==> config.mk <==
export PLATFORM = sky130hd
export DESIGN_NAME = fetch
export DESIGN_NICKNAME = d
export VERILOG_FILES = /design/src/rtl/fetch.sv
export SDC_FILE = /design/constraint.sdc
export NUM_CORES = 1
export LEC_CHECK = 0
export CAP_MARGIN = 20
export CORE_ASPECT_RATIO = 1.25
export CORE_MARGIN = 2
export CORE_UTILIZATION = 48
export CTS_BUF_LIST = sky130_fd_sc_hd__clkbuf_4
export CTS_CLUSTER_SIZE = 20
export DETAILED_ROUTE_END_ITERATION = 6
export PLACE_DENSITY_LB_ADDON = 0.15
export SYNTH_ARGS = -nofsm -noshare
export SYNTH_HDL_FRONTEND = slang
export SYNTH_SLANG_ARGS = --single-unit
==> constraint.sdc <==
create_clock -name clk -period 5 [get_ports clk]
set_clock_uncertainty 0.05 [all_clocks]
set_input_delay 1 -clock clk [delete_from_list [all_inputs] [get_ports clk]]
set_output_delay 1 -clock clk [all_outputs]
set_load 0.01 [all_outputs]
==> src/rtl/fetch.sv <==
// Fetch stage: issues instruction-memory requests, keeps one response across decode stalls and loads the F/D register.
// Define FETCH_PERF_CNT_EN to add the FetchCount/BubbleCount performance counters.
module fetch #(
    parameter int unsigned  N        = 24,
    parameter logic [N-1:0] RESET_PC = '0
) (
    input  logic         clk,
    input  logic         rst,
    input  logic         StallD,
    input  logic         FlushD,
    input  logic         PCSrcW,
    input  logic [N-1:0] ResultW,
    input  logic         BranchTakenE,
    input  logic [N-1:0] ALUResultE,
    output logic         ImemReq,
    output logic [N-1:0] ImemAddr,
    input  logic [N-1:0] ImemRData,
    input  logic         ImemValid,
    output logic [N-1:0] InstrD,
    output logic [N-1:0] PCPlus8D,
    output logic         ValidD
`ifdef FETCH_PERF_CNT_EN
    ,
    output logic [31:0]  FetchCount,
    output logic [31:0]  BubbleCount
`endif
);

    typedef enum logic [1:0] {
        S_FETCH,
        S_DISCARD,
        S_HOLD
    } state_t;

    localparam logic [N-1:0] ALIGN_MASK = {{(N-2){1'b1}}, 2'b00};

    state_t       state_q, state_d;
    logic [N-1:0] pcF_q, pcF_d;
    logic [N-1:0] reqAddr_q, reqAddr_d;
    logic [N-1:0] holdInstr_q, holdInstr_d;
    logic [N-1:0] holdPc_q, holdPc_d;
    logic [N-1:0] instrD_q, instrD_d;
    logic [N-1:0] pcPlus8D_q, pcPlus8D_d;
    logic         validD_q, validD_d;

    logic         redirect;
    logic         consume;
    logic [N-1:0] target;
    logic [N-1:0] pcPlus4;
    logic         instrValid;
    logic [N-1:0] instr;
    logic [N-1:0] instrPc;

    always_comb begin
        redirect = PCSrcW | BranchTakenE;
        consume  = ~StallD & ~FlushD;
        target   = (PCSrcW ? ResultW : ALUResultE) & ALIGN_MASK;
        pcPlus4  = pcF_q + N'(4);
    end

    // Request/hold sequencing; instrValid flags an instruction ready for the F/D register this cycle.
    always_comb begin
        state_d     = state_q;
        pcF_d       = pcF_q;
        reqAddr_d   = reqAddr_q;
        holdInstr_d = holdInstr_q;
        holdPc_d    = holdPc_q;
        instrValid  = 1'b0;
        instr       = '0;
        instrPc     = '0;

        case (state_q)
            S_FETCH: begin
                if (ImemValid) begin
                    if (redirect) begin
                        reqAddr_d = target;
                    end else if (consume) begin
                        instrValid = 1'b1;
                        instr      = ImemRData;
                        instrPc    = pcF_q;
                        pcF_d      = pcPlus4;
                        reqAddr_d  = pcPlus4;
                    end else begin
                        holdInstr_d = ImemRData;
                        holdPc_d    = pcF_q;
                        state_d     = S_HOLD;
                    end
                end else if (redirect) begin
                    state_d = S_DISCARD;
                end
            end
            S_DISCARD: begin
                if (ImemValid) begin
                    reqAddr_d = redirect ? target : pcF_q;
                    state_d   = S_FETCH;
                end
            end
            S_HOLD: begin
                if (redirect) begin
                    reqAddr_d = target;
                    state_d   = S_FETCH;
                end else if (consume) begin
                    instrValid = 1'b1;
                    instr      = holdInstr_q;
                    instrPc    = holdPc_q;
                    pcF_d      = pcPlus4;
                    reqAddr_d  = pcPlus4;
                    state_d    = S_FETCH;
                end
            end
            default: begin
                state_d = S_FETCH;
            end
        endcase

        if (redirect) begin
            pcF_d = target;
        end
    end

    // F/D register: flush beats stall; an unstalled cycle without an instruction inserts a bubble.
    always_comb begin
        instrD_d   = instrD_q;
        pcPlus8D_d = pcPlus8D_q;
        validD_d   = validD_q;

        if (FlushD) begin
            instrD_d   = '0;
            pcPlus8D_d = '0;
            validD_d   = 1'b0;
        end else if (!StallD) begin
            if (instrValid) begin
                instrD_d   = instr;
                pcPlus8D_d = instrPc + N'(8);
                validD_d   = 1'b1;
            end else begin
                instrD_d = '0;
                validD_d = 1'b0;
            end
        end
    end

    always_ff @(posedge clk or posedge rst) begin
        if (rst) begin
            state_q     <= S_FETCH;
            pcF_q       <= RESET_PC;
            reqAddr_q   <= RESET_PC;
            holdInstr_q <= '0;
            holdPc_q    <= '0;
            instrD_q    <= '0;
            pcPlus8D_q  <= '0;
            validD_q    <= 1'b0;
        end else begin
            state_q     <= state_d;
            pcF_q       <= pcF_d;
            reqAddr_q   <= reqAddr_d;
            holdInstr_q <= holdInstr_d;
            holdPc_q    <= holdPc_d;
            instrD_q    <= instrD_d;
            pcPlus8D_q  <= pcPlus8D_d;
            validD_q    <= validD_d;
        end
    end

    // Gated by rst so no request is visible while reset is held.
    assign ImemReq  = ~rst & (state_q != S_HOLD);
    assign ImemAddr = reqAddr_q;
    assign InstrD   = instrD_q;
    assign PCPlus8D = pcPlus8D_q;
    assign ValidD   = validD_q;

`ifdef FETCH_PERF_CNT_EN
    logic [31:0] fetchCount_q;
    logic [31:0] bubbleCount_q;
    logic        fdUpdate;

    assign fdUpdate = FlushD | ~StallD;

    always_ff @(posedge clk or posedge rst) begin
        if (rst) begin
            fetchCount_q  <= '0;
            bubbleCount_q <= '0;
        end else if (fdUpdate) begin
            if (validD_d) begin
                if (fetchCount_q != '1) begin
                    fetchCount_q <= fetchCount_q + 32'd1;
                end
            end else if (bubbleCount_q != '1) begin
                bubbleCount_q <= bubbleCount_q + 32'd1;
            end
        end
    end

    assign FetchCount  = fetchCount_q;
    assign BubbleCount = bubbleCount_q;
`endif

endmodule

==> reports/qor.yml <==
ant_nets: 0
synth.top_cell.area_share_pct: 47.55
place.gp.congestion: 0.8716
whs_ns: 0.4272
gr-total-overflow: 0
setup_slack_ns: 1.325
synth_area_sq_um: 7421
finalMaxSlewViolations: 0
cts-root-buf: "clkbuf_4"
synth-edff-count: 0
synth_top_flop_cell: "dfrtp_1"
tightestPinTransition_ns: 1.095
power_leakage_nw: 4.050
p_int_mw: 1.986
setup_violations: 0
drive_above_1_share_pct: 11.76
track_usage_pct: 26.26
cp_max_fo: 25
endpoint_kind: "output pin"
rsz0062_at_grt: "false"
die_h_microns: 143.0
nNetsFinal: 961
maxCapViolations: 0
rows: 50
min_period_ns: 3.675
htree_levels: 4
startpoint_type: "flop"
grt_antenna_before_repair: 1
yosysWarnings: 0
dr_total_vias: 6406
timing.final.crit_share_pct: 73.51
drt-total-wl_microns: 20840
grt_max_degree: 86
fillCellCount: 1295
cts.path.max_buffers: 2
pre_cts_ws_ns: 1.057
path_clk_slew_ns: 0.13
pin_count: 153
cts_tree: "built"
stdcell_area_sq_um: 9359
outcome: "complete, no violations"
swShare_pct: 29.70
die_area_sq_um: 16480
wl_per_cell_microns: 18.91
holdBufCountCts: 0
coreArea_sq_um: 15080
cellPowerDensity_nw_per_um2: 301.9
cts_made_buffers: 17
clock-sinks: 141
min_path_type: "reg -> reg"
worst_ep_required_time_ns: 3.95
die_w_microns: 115.2
synth.most_common_cell: "dfrtp_1"
syn2layout_area_growth_pct: 26.12
hpwl_microns: 14750
drt_first_iter_violations: 490
post_cts_buffers: 0
fin_tns_setup_ns: 0
async_flop_share_pct: 100.0
start_util_pct: 49.22
regArea_sq_um: 3528
p_switching_mw: 0.8392
ys_ff_latch: 141
syn_nets: 839
p_comb_share_pct: 18.3
clkPwrFrac_pct: 31.0
slew_headroom_pct: 26.68
synth_area_per_cell_sq_um: 9.790
power.share.sequential_pct: 50.7
firstDrtPassIters: 5
yosysTopAreaCell: "dfrtp_1"
hold_violations: 0
cp.arrival_ns: 2.63
vias_per_cell: 5.813
critPathKind: "reg -> out"
synthTopCellsByArea: "dfrtp_1, mux2_2, nand2_1, a222oi_1, nor2_1"
totalPowerFinal_mw: 2.826
grt_pass1_vias: 6578
multi_input_area_sq_um: 3515
synth_common_cells: "dfrtp_1, nand2_1, nor2_1"
yosysSeqAreaShare_pct: 47.55
grt_pass1_wl_microns: 33440
port-buffer-count: 148
synth_cells: 758
drc: 0
cts_resized: 0
irDropWorstVdd_uv: 235.0
synth.distinct_cells: 65
fmax_mhz: 272.1
clk_latency_ns: 0.57
placed_area_sq_um: 9015
## cells by family (layout without fill, tap and decap cells)
kind of cell	Yosys count	in the layout	share of synthesized area, %
mux	55	55	8.228
compound gates	189	189	17.16
fa+ha+maj	2	2	0.3372
other cells	0	1	0
buf+inv	91	226	5.277
xor+xnor	41	41	4.839
simple gates	239	239	16.61
flops	141	141	47.55
## placed cells by master (no fill, tap or decap), types with 5 or more instances in the layout
cell | netlist | routed
xor2_1 | 20 | 20
buf_4 | 2 | 14
inv_1 | 31 | 30
o21a_1 | 8 | 8
mux2_1 | 12 | 12
a221oi_1 | 6 | 6
mux2i_1 | 7 | 7
mux2_2 | 36 | 36
nand2b_1 | 6 | 6
xnor2_1 | 21 | 21
dfrtp_1 | 141 | 141
and4_1 | 5 | 5
clkdlybuf4s50_1 | 0 | 148
o21ai_0 | 40 | 40
a21oi_1 | 41 | 41
o21ai_1 | 12 | 11
nand4_1 | 6 | 6
o31ai_1 | 6 | 6
nor3_1 | 12 | 12
inv_6 | 0 | 6
a222oi_1 | 25 | 25
nand3_1 | 19 | 19
nor2_1 | 56 | 55
and3_1 | 6 | 6
clkbuf_4 | 0 | 18
a22oi_1 | 11 | 11
o22ai_1 | 5 | 5
a31oi_1 | 13 | 13
nand2_1 | 86 | 86
a22o_1 | 5 | 5
nand3b_1 | 8 | 8
## worst max-delay path, stage by stage (launching register included)
cell	delay, ns
dfrtp_1	0.73
buf_4	0.35
nor2b_1	0.40
nor2_1	0.09
clkdlybuf4s50_1	0.49
## routing by layer
layer  vias to the layer above  global-route usage, %  share of wire [%]
met5                         -                      0                  0
met4                         0                  11.60                3.8
met3                        60                  7.131                7.2
met2                       249                  44.89                 50
met1                      3136                  30.75                 39
li1                       2961                      -                  -
## sequential cells by signal, indices dropped and copies added (netlist names)
signal and count:
InstrD 24, holdInstr_q 24, ImemAddr 23, PCPlus8D 23
holdPc_q 22, pcF_q 22, state_q 2, ValidD 1
## per-stage QoR
stage / utilization, % / std cells
after global placement: 59.79 / 1069
final: 62.07 / 1102
after CTS: 62.06 / 1101
after floorplan: - / 758
after global routing: 62.07 / 1102
after detailed placement: 59.79 / 1069
## final timing paths
| path | from | end | slack (ns) | cells past startpoint |
|---|---|---|---|---|
| worst max-delay path | state_q[1] | ImemReq | 1.32 | 4 |
| worst min-delay path | PCPlus8D[15] | PCPlus8D[15] | 0.43 | 2 |
| worst max register to register | state_q[1] | PCPlus8D[21] | 2.10 | 9 |
| worst min register to register | PCPlus8D[15] | PCPlus8D[15] | 0.43 | 2 |
| max in group asynchronous | rst | PCPlus8D[19] | 3.03 | 3 |
| min in group asynchronous | rst | InstrD[1] | 0.94 | 2 |
## power by group through the flow
stage | logic (mW) | registers [mW] | clock network (mW)
5_1_grt | 0.568 | 1.45 | 0.948
6_report | 0.518 | 1.43 | 0.876
3_5_place_dp | 0.520 | 1.45 | 0
3_3_place_gp | 0.505 | 1.44 | 0
4_1_cts | 0.522 | 1.43 | 0.896
2_1_floorplan | 0.319 | 1.41 | 0
## layout make-up
class	instances	area share, %
clock buffers	18	1.444
clock inverters	14	2.206
multi-input cells	526	37.55
flip-flops and latches	141	37.70
well taps	208	2.781
diodes	1	0.02674
inverters	32	1.337
repair buffers	162	16.95
Note: power is estimated with default switching activity, not from simulation.
